==> config.mk <==
export PLATFORM = sky130hd
export DESIGN_NAME = freq_div_ctrl_flat
export DESIGN_NICKNAME = d
export VERILOG_FILES = /design/src/rtl/freq_div_ctrl_pkg.sv /design/src/rtl/freq_div_ctrl_if.sv /design/src/rtl/freq_div_ctrl_counter.sv /design/src/rtl/freq_div_ctrl.sv /design/src/flat_wrapper.sv
export SDC_FILE = /design/constraint.sdc
export NUM_CORES = 1
export LEC_CHECK = 0
export ABC_AREA = 1
export CAP_MARGIN = 10
export CORE_MARGIN = 5
export CORE_UTILIZATION = 47
export DETAILED_ROUTE_END_ITERATION = 10
export PLACE_DENSITY_LB_ADDON = 0.2
export SKIP_CTS_REPAIR_TIMING = 1
export SYNTH_ARGS = -nofsm -noshare
export SYNTH_HDL_FRONTEND = slang
export SYNTH_HIERARCHICAL = 1
export SYNTH_SLANG_ARGS = --single-unit
export TNS_END_PERCENT = 20
==> constraint.sdc <==
create_clock -name clk_in -period 1.85 [get_ports clk_in]
set_clock_uncertainty 0.05 [all_clocks]
set_input_delay 0.37 -clock clk_in [delete_from_list [all_inputs] [get_ports clk_in]]
set_output_delay 0.37 -clock clk_in [all_outputs]
set_load 0.05 [all_outputs]
==> src/rtl/freq_div_ctrl_pkg.sv <==
// Shared types and helpers for the programmable clock divider.
// The state enumeration, the minimum legal ratio and the ceil-half duty helper.
package freq_div_ctrl_pkg;

    typedef enum logic [1:0] {
        IDLE,
        RUN,
        PEND,
        STOP
    } state_t;

    localparam int MIN_RATIO = 2;
    localparam int CALC_W    = 16;

    // Split as n/2 + lsb so that n = 2^CALC_W-1 cannot overflow.
    function automatic logic [CALC_W-1:0] ceil_half(input logic [CALC_W-1:0] n);
        return (n >> 1) + {{(CALC_W-1){1'b0}}, n[0]};
    endfunction

endpackage

==> src/rtl/freq_div_ctrl_if.sv <==
// Ratio configuration handshake between a host and the divider controller.
interface freq_div_ctrl_if #(
    parameter int RW = 4
);
    logic          cfg_valid;
    logic [RW-1:0] cfg_ratio;
    logic          cfg_ready;

    modport master (output cfg_valid, output cfg_ratio, input  cfg_ready);
    modport slave  (input  cfg_valid, input  cfg_ratio, output cfg_ready);
endinterface

==> src/rtl/freq_div_ctrl_counter.sv <==
// Period counter for the divider: wraps at active_ratio-1 and decodes clk_out/tick
// purely from the cnt, running and ratio registers.
module div_counter
    import freq_div_ctrl_pkg::*;
#(
    parameter int RW = 4
) (
    input  logic          clk_in,
    input  logic          rst,
    input  logic          running,
    input  logic [RW-1:0] ratio,
    output logic [RW-1:0] cnt,
    output logic          boundary,
    output logic          clk_out,
    output logic          tick
);

    always_ff @(posedge clk_in) begin
        if (rst || !running || boundary) begin
            cnt <= '0;
        end else begin
            cnt <= cnt + RW'(1);
        end
    end

    assign boundary = running && (cnt == ratio - RW'(1));
    assign tick     = running && (cnt == '0);
    assign clk_out  = running && (CALC_W'(cnt) < ceil_half(CALC_W'(ratio)));

endmodule

==> src/rtl/freq_div_ctrl.sv <==
// Programmable integer clock divider: run/stop FSM, ratio handshake with
// deferred application so a period in progress is never resized.
module freq_div_ctrl
    import freq_div_ctrl_pkg::*;
#(
    parameter int RW            = 4,
    parameter int DEFAULT_RATIO = 2
) (
    input  logic              clk_in,
    input  logic              rst,
    input  logic              enable,
    freq_div_ctrl_if.slave    cfg,
    output logic              clk_out,
    output logic              tick,
    output logic              busy,
    output logic              cfg_err,
    output logic [RW-1:0]     active_ratio
);

    state_t        state, state_n;
    logic [RW-1:0] ratio_n;
    logic [RW-1:0] pending, pending_n;
    logic          pend_valid, pend_valid_n;
    logic [RW-1:0] cnt;
    logic          boundary;
    logic          accept, load, bad;

    assign cfg.cfg_ready = (state != PEND);
    assign busy          = (state != IDLE);
    assign accept        = cfg.cfg_valid && cfg.cfg_ready;
    assign load          = accept && (cfg.cfg_ratio >= RW'(MIN_RATIO));
    assign bad           = accept && (cfg.cfg_ratio <  RW'(MIN_RATIO));

    div_counter #(.RW(RW)) u_counter (
        .clk_in   (clk_in),
        .rst      (rst),
        .running  (busy),
        .ratio    (active_ratio),
        .cnt      (cnt),
        .boundary (boundary),
        .clk_out  (clk_out),
        .tick     (tick)
    );

    always_ff @(posedge clk_in) begin
        if (rst) begin
            state        <= IDLE;
            active_ratio <= RW'(DEFAULT_RATIO);
            pending      <= '0;
            pend_valid   <= 1'b0;
            cfg_err      <= 1'b0;
        end else begin
            state        <= state_n;
            active_ratio <= ratio_n;
            pending      <= pending_n;
            pend_valid   <= pend_valid_n;
            cfg_err      <= bad;
        end
    end

    // Ratio changes only take effect at a boundary; a held ratio survives STOP.
    always_comb begin
        state_n      = state;
        ratio_n      = active_ratio;
        pending_n    = pending;
        pend_valid_n = pend_valid;
        case (state)
            IDLE: begin
                if (load) ratio_n = cfg.cfg_ratio;
                if (enable) state_n = RUN;
            end
            RUN, PEND, STOP: begin
                if (boundary) begin
                    if (pend_valid) begin
                        ratio_n      = pending;
                        pend_valid_n = 1'b0;
                    end
                    if (load) ratio_n = cfg.cfg_ratio;
                    state_n = enable ? RUN : IDLE;
                end else begin
                    if (load) begin
                        pending_n    = cfg.cfg_ratio;
                        pend_valid_n = 1'b1;
                    end
                    if (enable) state_n = pend_valid_n ? PEND : RUN;
                    else        state_n = STOP;
                end
            end
            default: state_n = IDLE;
        endcase
    end

endmodule

==> src/flat_wrapper.sv <==
// flat-port wrapper written by rule: the top's interface ports become plain ports
module freq_div_ctrl_flat import freq_div_ctrl_pkg::*;
#(
    parameter int RW            = 4,
    parameter int DEFAULT_RATIO = 2
)
  (clk_in, rst, enable, clk_out, tick, busy, cfg_err, active_ratio, cfg_cfg_valid, cfg_cfg_ratio, cfg_cfg_ready);
  freq_div_ctrl_if #(.RW(RW)) cfg_i ();
  input  logic clk_in;
  input  logic rst;
  input  logic enable;
  output logic clk_out;
  output logic tick;
  output logic busy;
  output logic cfg_err;
  output logic [RW-1:0] active_ratio;
  input wire logic [$bits(cfg_i.cfg_valid)-1:0] cfg_cfg_valid;
  input wire logic [$bits(cfg_i.cfg_ratio)-1:0] cfg_cfg_ratio;
  output wire logic [$bits(cfg_i.cfg_ready)-1:0] cfg_cfg_ready;
  assign cfg_i.cfg_valid = cfg_cfg_valid;
  assign cfg_i.cfg_ratio = cfg_cfg_ratio;
  assign cfg_cfg_ready = cfg_i.cfg_ready;
  freq_div_ctrl #(.RW(RW), .DEFAULT_RATIO(DEFAULT_RATIO)) u_core (.clk_in(clk_in), .rst(rst), .enable(enable), .cfg(cfg_i), .clk_out(clk_out), .tick(tick), .busy(busy), .cfg_err(cfg_err), .active_ratio(active_ratio));
endmodule
==> results by group, run 1 <==
Status
  • Status: complete, but fails checks
  • Failing checks: setup timing

Timing
  • RSZ-0062 raised after global routing: yes
  • Max Freq: approximately 420 MHz
  • Final worst slack: -0.509 ns
  • Tmin final: about 2.4 ns
  • WHS: about 0.41 ns
  • Tcrit/Tclk final: 128%
  • Slew Viols, Final: 0
  • Final Hold Viols: 0
  • # setup viols final: 4
  • Worst slew pin tran: around 0.30 ns
  • Max-slew headroom: about 80%

Drt
  • Initial DRC Count: 19
  • Wire length per cell: approximately 11 um
  • First-pass DRT Iterations: 4
  • Vias: approximately 1000
  • Total Wirelength: about 2.3 mm
  • DRC violations left: 0
  • ANT nets after route: 0
  • DR vias/cell: approximately 4.7

Yosys
  • Register bit total from synthesis: 16
  • Complex-gate fraction of the synthesized area: roughly 12%
  • Synth warnings: 6
  • Adder-cell share of the synthesized area: 9.63%
  • Mapped Area: roughly 0.0010 mm^2
  • Avg Synthesized Cell Area: about 7.0 um^2
  • Dominant cell type by area after synthesis: dfxtp_1
  • Syn_nets: 164
  • Mapped Cells: roughly 150
  • Main combinational cell family by area after synthesis: simple AND/OR/NAND/NOR gates
  • Synth cell types: 23
  • Simple-gate portion of the synthesized area: 33.0%
  • Post-synth ARST share: 0%
  • EDFF count, synth: 0
  • Ys flop type: dfxtp_1
  • Largest cells by area after synthesis: dfxtp_1 (31%), nand2_1 (13%), ha_1 (9.6%)
  • Xor/xnor share of the synthesized area: 4.21%
  • Commonest cells post-synth: nand2_1 (37), inv_1 (23), nor2_1 (18)
  • Sequential area share after synthesis: 30.8%
  • Post-synthesis mux area share: 0%
  • Top cell type's share of synthesized area: 30.8%
  • Count leader, synth: nand2_1

Critical path
  • Worst R2R End: u_core/pending[0]
  • Worst Setup Start Kind: flop
  • RR Startpoint: u_core/active_ratio[1]
  • CP arrival: around 1.9 ns
  • WP data required: 1.43 ns
  • CP endpoint kind: output pin
  • Worst Path Max Fanout: 2
  • Worst setup endpoint: clk_out
  • Crit path launch: u_core/active_ratio[0]
  • R2R setup slack: -0.03 ns
  • Critical path class: reg2out
  • R2R depth: 14

Die
  • Die Span Y: roughly 57 um
  • Ports: 17
  • Die X: between 50 and 60 um
  • Die area: roughly 0.0033 mm^2
  • Core Region: 0.00217 mm^2
  • Initial Utilization: between 40% and 50%
  • Rows: 17

Global routing
  • First-pass GRT wire length: ~3.7 mm
  • Largest net degree at the start of global routing: 10
  • All-Layer GR Usage: approximately 14%
  • Initial antenna violation count: 0
  • Grt ovf: 0
  • Vias in the first global route: a little over 900

Min path
  • Hold/Removal Path Class: reg2reg

Placement
  • HPWL Detailed: between 1.5 and 2 mm
  • Port bufs: 16
  • Post-place setup slack: -0.191 ns
  • Final RePlAce weighted congestion: roughly 0.80

Clock network
  • Worst skew pair latency: 0.28 ns
  • H-tree levels: 1
  • CTS tree: yes
  • Clock sinks: 16
  • Clock Tree Buf Depth: 2
  • Clock slew at reported path FFs: approximately 0.090 ns
  • Total CTS buffers: 3
  • CTS root buffer: clkbuf_4

Finish
  • P&R area growth vs syn: 44.9%
  • Antenna cells: 0
  • Filler Cell Count: between 150 and 200
  • Share of cells above drive strength 1: a little over a third
  • Nets: 200
  • Util after Layout: a little over two thirds

Pwr
  • Cell Pwr Density: between 1000 and 1500 mW/mm^2
  • VDD IR-drop max: ~0.00066 V
  • Leak: slightly above 0.7 nW

Flow run
  • Max cap viols: 0
==> registers in the layout, summed over array words and instances (netlist names) <==
name,cells
u_core/u_counter/cnt,4
u_core/pending,4
u_core/state,2
u_core/active_ratio,4
u_core/cfg_err,1
u_core/pend_valid,1
==> worst max-delay path: stages, from the launching register on <==
cell      delay [ns]
dfxtp_4         0.37
ha_4            0.16
ha_4            0.25
inv_2           0.03
ha_4            0.24
a21boi_2        0.16
nor2_2          0.05
o211a_4         0.23
buf_12          0.14
==> cells by family (layout without fill, tap and decap cells) <==
logic type,count (synthesis),after routing
compound gates,19,19
simple gates,72,72
xor+xnor,5,5
flops,16,16
buf+inv,28,63
fa+ha+maj,8,8
==> stage by stage <==
step	cell area (um^2)	cells	TNS [ns]	total power, mW
2_1_floorplan	1110	148	-0.579	1.02
6_report	1510	211	-0.579	1.58
5_1_grt	1510	211	-1.74	1.69
3_5_place_dp	1420	205	-1.34	1.33
4_1_cts	1440	209	-1.96	1.52
3_3_place_gp	1420	205	-1.06	1.30
==> power breakdown <==
part,switching (mW),leakage (nW),internal [mW]
logic,0.527,0.560,0.407
registers,0.0491,0.133,0.402
clock network,0.108,0.0150,0.0837
total,0.684,0.708,0.893
==> per-layer routing <==
metal	global-route usage [%]	up-vias	wire, um
met2	26.4	13	1160
li1	-	528	-
met1	15.8	440	988
met5	0	-	0
met4	4.97	0	26
met3	3.39	4	74
==> layout make-up <==
type | instances | area [um^2] | area share (%)
Timing Repair Buffer | 31 | 299 | 19.9
Inverter | 28 | 110 | 7.31
Multi-Input combinational cell | 104 | 702 | 46.6
Tap cell | 28 | 35.0 | 2.33
Clock buffer | 4 | 26.3 | 1.74
Sequential cell | 16 | 334 | 22.2
==> how the worst min path moves through the flow <==
stage / start / to / slack [ns] / depth (start not counted)
after floorplan: u_core/pending[0] / u_core/pending[0] / 0.38 / 2
after global placement: u_core/pending[0] / u_core/pending[0] / 0.39 / 2
after detailed placement: u_core/pending[3] / u_core/pending[3] / 0.40 / 2
after CTS: u_core/pending[3] / u_core/pending[3] / 0.41 / 2
after global routing: u_core/pending[2] / u_core/pending[2] / 0.42 / 2
final: u_core/pending[2] / u_core/pending[2] / 0.41 / 2
==> cell usage in the layout (no fill, tap or decap), types with 3 or more instances in the layout <==
cell type	n
dfxtp_1	11
clkbuf_4	3
inv_1	19
a21oi_1	8
ha_4	4
nor2_1	17
nand2_1	37
clkdlybuf4s50_1	7
nand2_2	3
nand3_1	4
o21ai_1	3
buf_6	3
buf_4	18
nor2_2	3
inv_2	7
dfxtp_4	3
nand2_4	4
xnor2_1	3
buf_12	3
ha_1	4
(Power assumes the default switching activity.)
==> run 2: changes to the inputs <==
--- a/config.mk
+++ b/config.mk
@@ -7,7 +7,7 @@
 export LEC_CHECK = 0
 export ABC_AREA = 1
 export CAP_MARGIN = 10
-export CORE_MARGIN = 5
+export CORE_MARGIN = 3
 export CORE_UTILIZATION = 47
 export DETAILED_ROUTE_END_ITERATION = 10
 export PLACE_DENSITY_LB_ADDON = 0.2
==> run 2 against run 1 <==
Compared with the run above:
- global-route usage grew 3.7 points
- design area up 0.17%
- via count is 1.2% higher
- utilization is 5.2 points higher
- power up 3.5%
- routed wire length shrank 4.3%
- highest routed layer unchanged
- critical endpoint unchanged
- setup slack lost 0.011 ns
- clock power grew 18%
- clock-buffer cell count unchanged
- non-clock buffer count did not move
- final cell count down 0.47%
- the run still ends with setup timing left
- fmax shrank 0.46%
==> results by group, run 2 (synthesized netlist as in run 1, its figures left out) <==
Timing
  • RSZ-0062 raised after global routing: yes (unchanged)
  • WHS: 0.414 ns (was 0.410 ns)
  • Final worst slack: -0.520 ns (was -0.509 ns)
  • Tcrit/Tclk final: 128% (about the same)
  • Tmin final: 2.37 ns (was 2.36 ns)
  • Slew Viols, Final: 0 (unchanged)
  • Max Freq: 422 MHz (was 424 MHz)
  • Final setup TNS: -0.534 ns (was -0.579 ns)
  • Worst slew pin tran: 0.332 ns (was 0.302 ns)
  • # setup viols final: 2 (was 4)
  • Max-slew headroom: 77.8% (was 79.8%)
  • Final Hold Viols: 0 (unchanged)

Pwr
  • VDD IR-drop max: 0.000726 V (was 0.000655 V)
  • Sw frac: 42.0% (was 43.4%)
  • Combinational Power Share: 58.6% (was 59.2%)
  • Flop pwr share: 27.6% (was 28.6%)
  • Total chip power: 1.63 mW (was 1.58 mW)
  • Psw: 0.686 mW (was 0.684 mW)
  • Cell Pwr Density: 1080 mW/mm^2 (was 1050 mW/mm^2)
  • Leak: 0.716 nW (was 0.708 nW)
  • Clock Power Share: 13.9% (was 12.2%)
  • Pint: 0.946 mW (was 0.893 mW)

Clock network
  • CTS root buffer: clkbuf_4 (unchanged)
  • Clock slew at reported path FFs: 0.09 ns (about the same)
  • CTS tree: yes (unchanged)
  • Clock sinks: 16 (unchanged)
  • Worst skew pair latency: 0.28 ns (about the same)
  • H-tree levels: 1 (unchanged)
  • Clock Tree Buf Depth: 2 (unchanged)
  • Total CTS buffers: 3 (unchanged)

Finish
  • Antenna cells: 0 (unchanged)
  • Most frequent cells in the layout: nand2_1 (37), buf_4 (20), inv_1 (19), nor2_1 (17), dfxtp_1 (11) (was nand2_1 (37), inv_1 (19), buf_4 (18), nor2_1 (17), dfxtp_1 (11))
  • Most common cell after layout, fill and taps aside: nand2_1 (unchanged)
  • Share of cells above drive strength 1: 35.5% (unchanged)
  • Fin cells: 210 (was 211)
  • Cell area after layout: 0.00151 mm^2 (about the same)
  • Util after Layout: 74.6% (was 69.4%)
  • Top Registers: u_core/active_ratio x4, u_core/pending x4, u_core/u_counter/cnt x4 (unchanged)
  • P&R area growth vs syn: 45.1% (was 44.9%)
  • Nets: 200 (unchanged)

Critical path
  • WP data required: 1.43 ns (about the same)
  • R2R depth: 15 (was 14)
  • CP endpoint kind: output pin (unchanged)
  • Worst Setup Start Kind: flop (unchanged)
  • CP arrival: 1.95 ns (was 1.94 ns)
  • Worst Path Max Fanout: 3 (was 2)
  • Critical path class: reg2out (unchanged)

Drt
  • DR vias/cell: 4.75 (was 4.67)
  • Wire length per cell: 10.3 um (was 10.7 um)
  • Initial DRC Count: 17 (was 19)
  • First-pass DRT Iterations: 4 (unchanged)
  • ANT nets after route: 0 (unchanged)
  • DRC violations left: 0 (unchanged)
  • Total Wirelength: 2.16 mm (was 2.25 mm)
  • Vias: 997 (was 985)

Die
  • Ports: 17 (unchanged)
  • Initial Utilization: 51.4% (was 47.9%)
  • Die X: 53.0 um (was 57.0 um)
  • Rows: 16 (was 17)
  • Die Span Y: 53.0 um (was 57.0 um)
  • Core Region: 0.00202 mm^2 (was 0.00217 mm^2)
  • Die area: 0.00281 mm^2 (was 0.00325 mm^2)

Global routing
  • Vias in the first global route: 892 (was 911)
  • Met1 Usage GRT: 19.8% (was 15.8%)
  • Largest net degree at the start of global routing: 10 (unchanged)
  • M3 GR Usage: 3.38% (was 3.39%)
  • Grt peak-use layer: met2 (unchanged)
  • All-Layer GR Usage: 18.0% (was 14.3%)
  • Global routing usage on met2: 32.6% (was 26.4%)
  • Initial antenna violation count: 0 (unchanged)
  • First-pass GRT wire length: 3.66 mm (was 3.71 mm)
  • Grt ovf: 0 (unchanged)

Placement
  • Final RePlAce weighted congestion: 0.782 (was 0.799)
  • Post-place setup slack: -0.211 ns (was -0.191 ns)
  • DP Cell Count: 204 (was 205)
  • HPWL Detailed: 1.72 mm (was 1.76 mm)
  • DP Area: 0.00142 mm^2 (about the same)
  • Port bufs: 16 (unchanged)

Flow run
  • Max cap viols: 0 (unchanged)

Status
  • Status: complete, but fails checks (unchanged)
  • Failing checks: setup timing (unchanged)

Min path
  • Hold/Removal Path Class: reg2reg (unchanged)
  • Worst Hold Depth: 2 (unchanged)
==> run 2: worst paths after layout <==
check | startpoint | end | slack, ns
worst max-delay path | u_core/active_ratio[1] | clk_out | -0.52
worst min-delay path | u_core/pending[0] | u_core/pending[0] | 0.41
worst max register to register | u_core/active_ratio[1] | u_core/pending[1] | -0.01
worst min register to register | u_core/pending[0] | u_core/pending[0] | 0.41
==> run 2: power groups by stage <==
stage	combinational, mW	sequential (mW)	clock, mW
6_report	0.957	0.450	0.226
2_1_floorplan	0.497	0.524	0
3_5_place_dp	0.880	0.457	0
4_1_cts	0.882	0.449	0.234
5_1_grt	1.04	0.457	0.250
3_3_place_gp	0.855	0.454	0
==> run 2: layout make-up <==
type | instances | area, um^2
flip-flops and latches | 16 | 332
fillers | 153 | 513
repair buffers | 31 | 292
clock buffers | 4 | 36.3
well taps | 27 | 33.8
multi-input cells | 104 | 706
inverters | 28 | 110
==> run 2: per-layer routing <==
layer,vias to the layer above,share of wire [%],wire length [um]
met5,-,0,0
met4,0,1.6,35
met3,4,3.8,81
met2,21,51,1090
met1,443,44,946
li1,529,-,-
==> run 2: critical path, stage by stage, from the launching register on <==
cell and delay, ns:
dfxtp_4 0.36, ha_4 0.17, ha_4 0.26, inv_2 0.04, ha_4 0.24, a21boi_4 0.16
nor2_2 0.06, o211a_4 0.23, buf_12 0.14
==> run 3: changes to the inputs <==
--- a/config.mk
+++ b/config.mk
@@ -10,6 +10,7 @@
 export CORE_MARGIN = 3
 export CORE_UTILIZATION = 47
 export DETAILED_ROUTE_END_ITERATION = 10
+export GPL_TIMING_DRIVEN = 1
 export PLACE_DENSITY_LB_ADDON = 0.2
 export SKIP_CTS_REPAIR_TIMING = 1
 export SYNTH_ARGS = -nofsm -noshare
==> results of run 3 <==
Same layout as run 2: the final DEF is identical, and so are final timing and power.
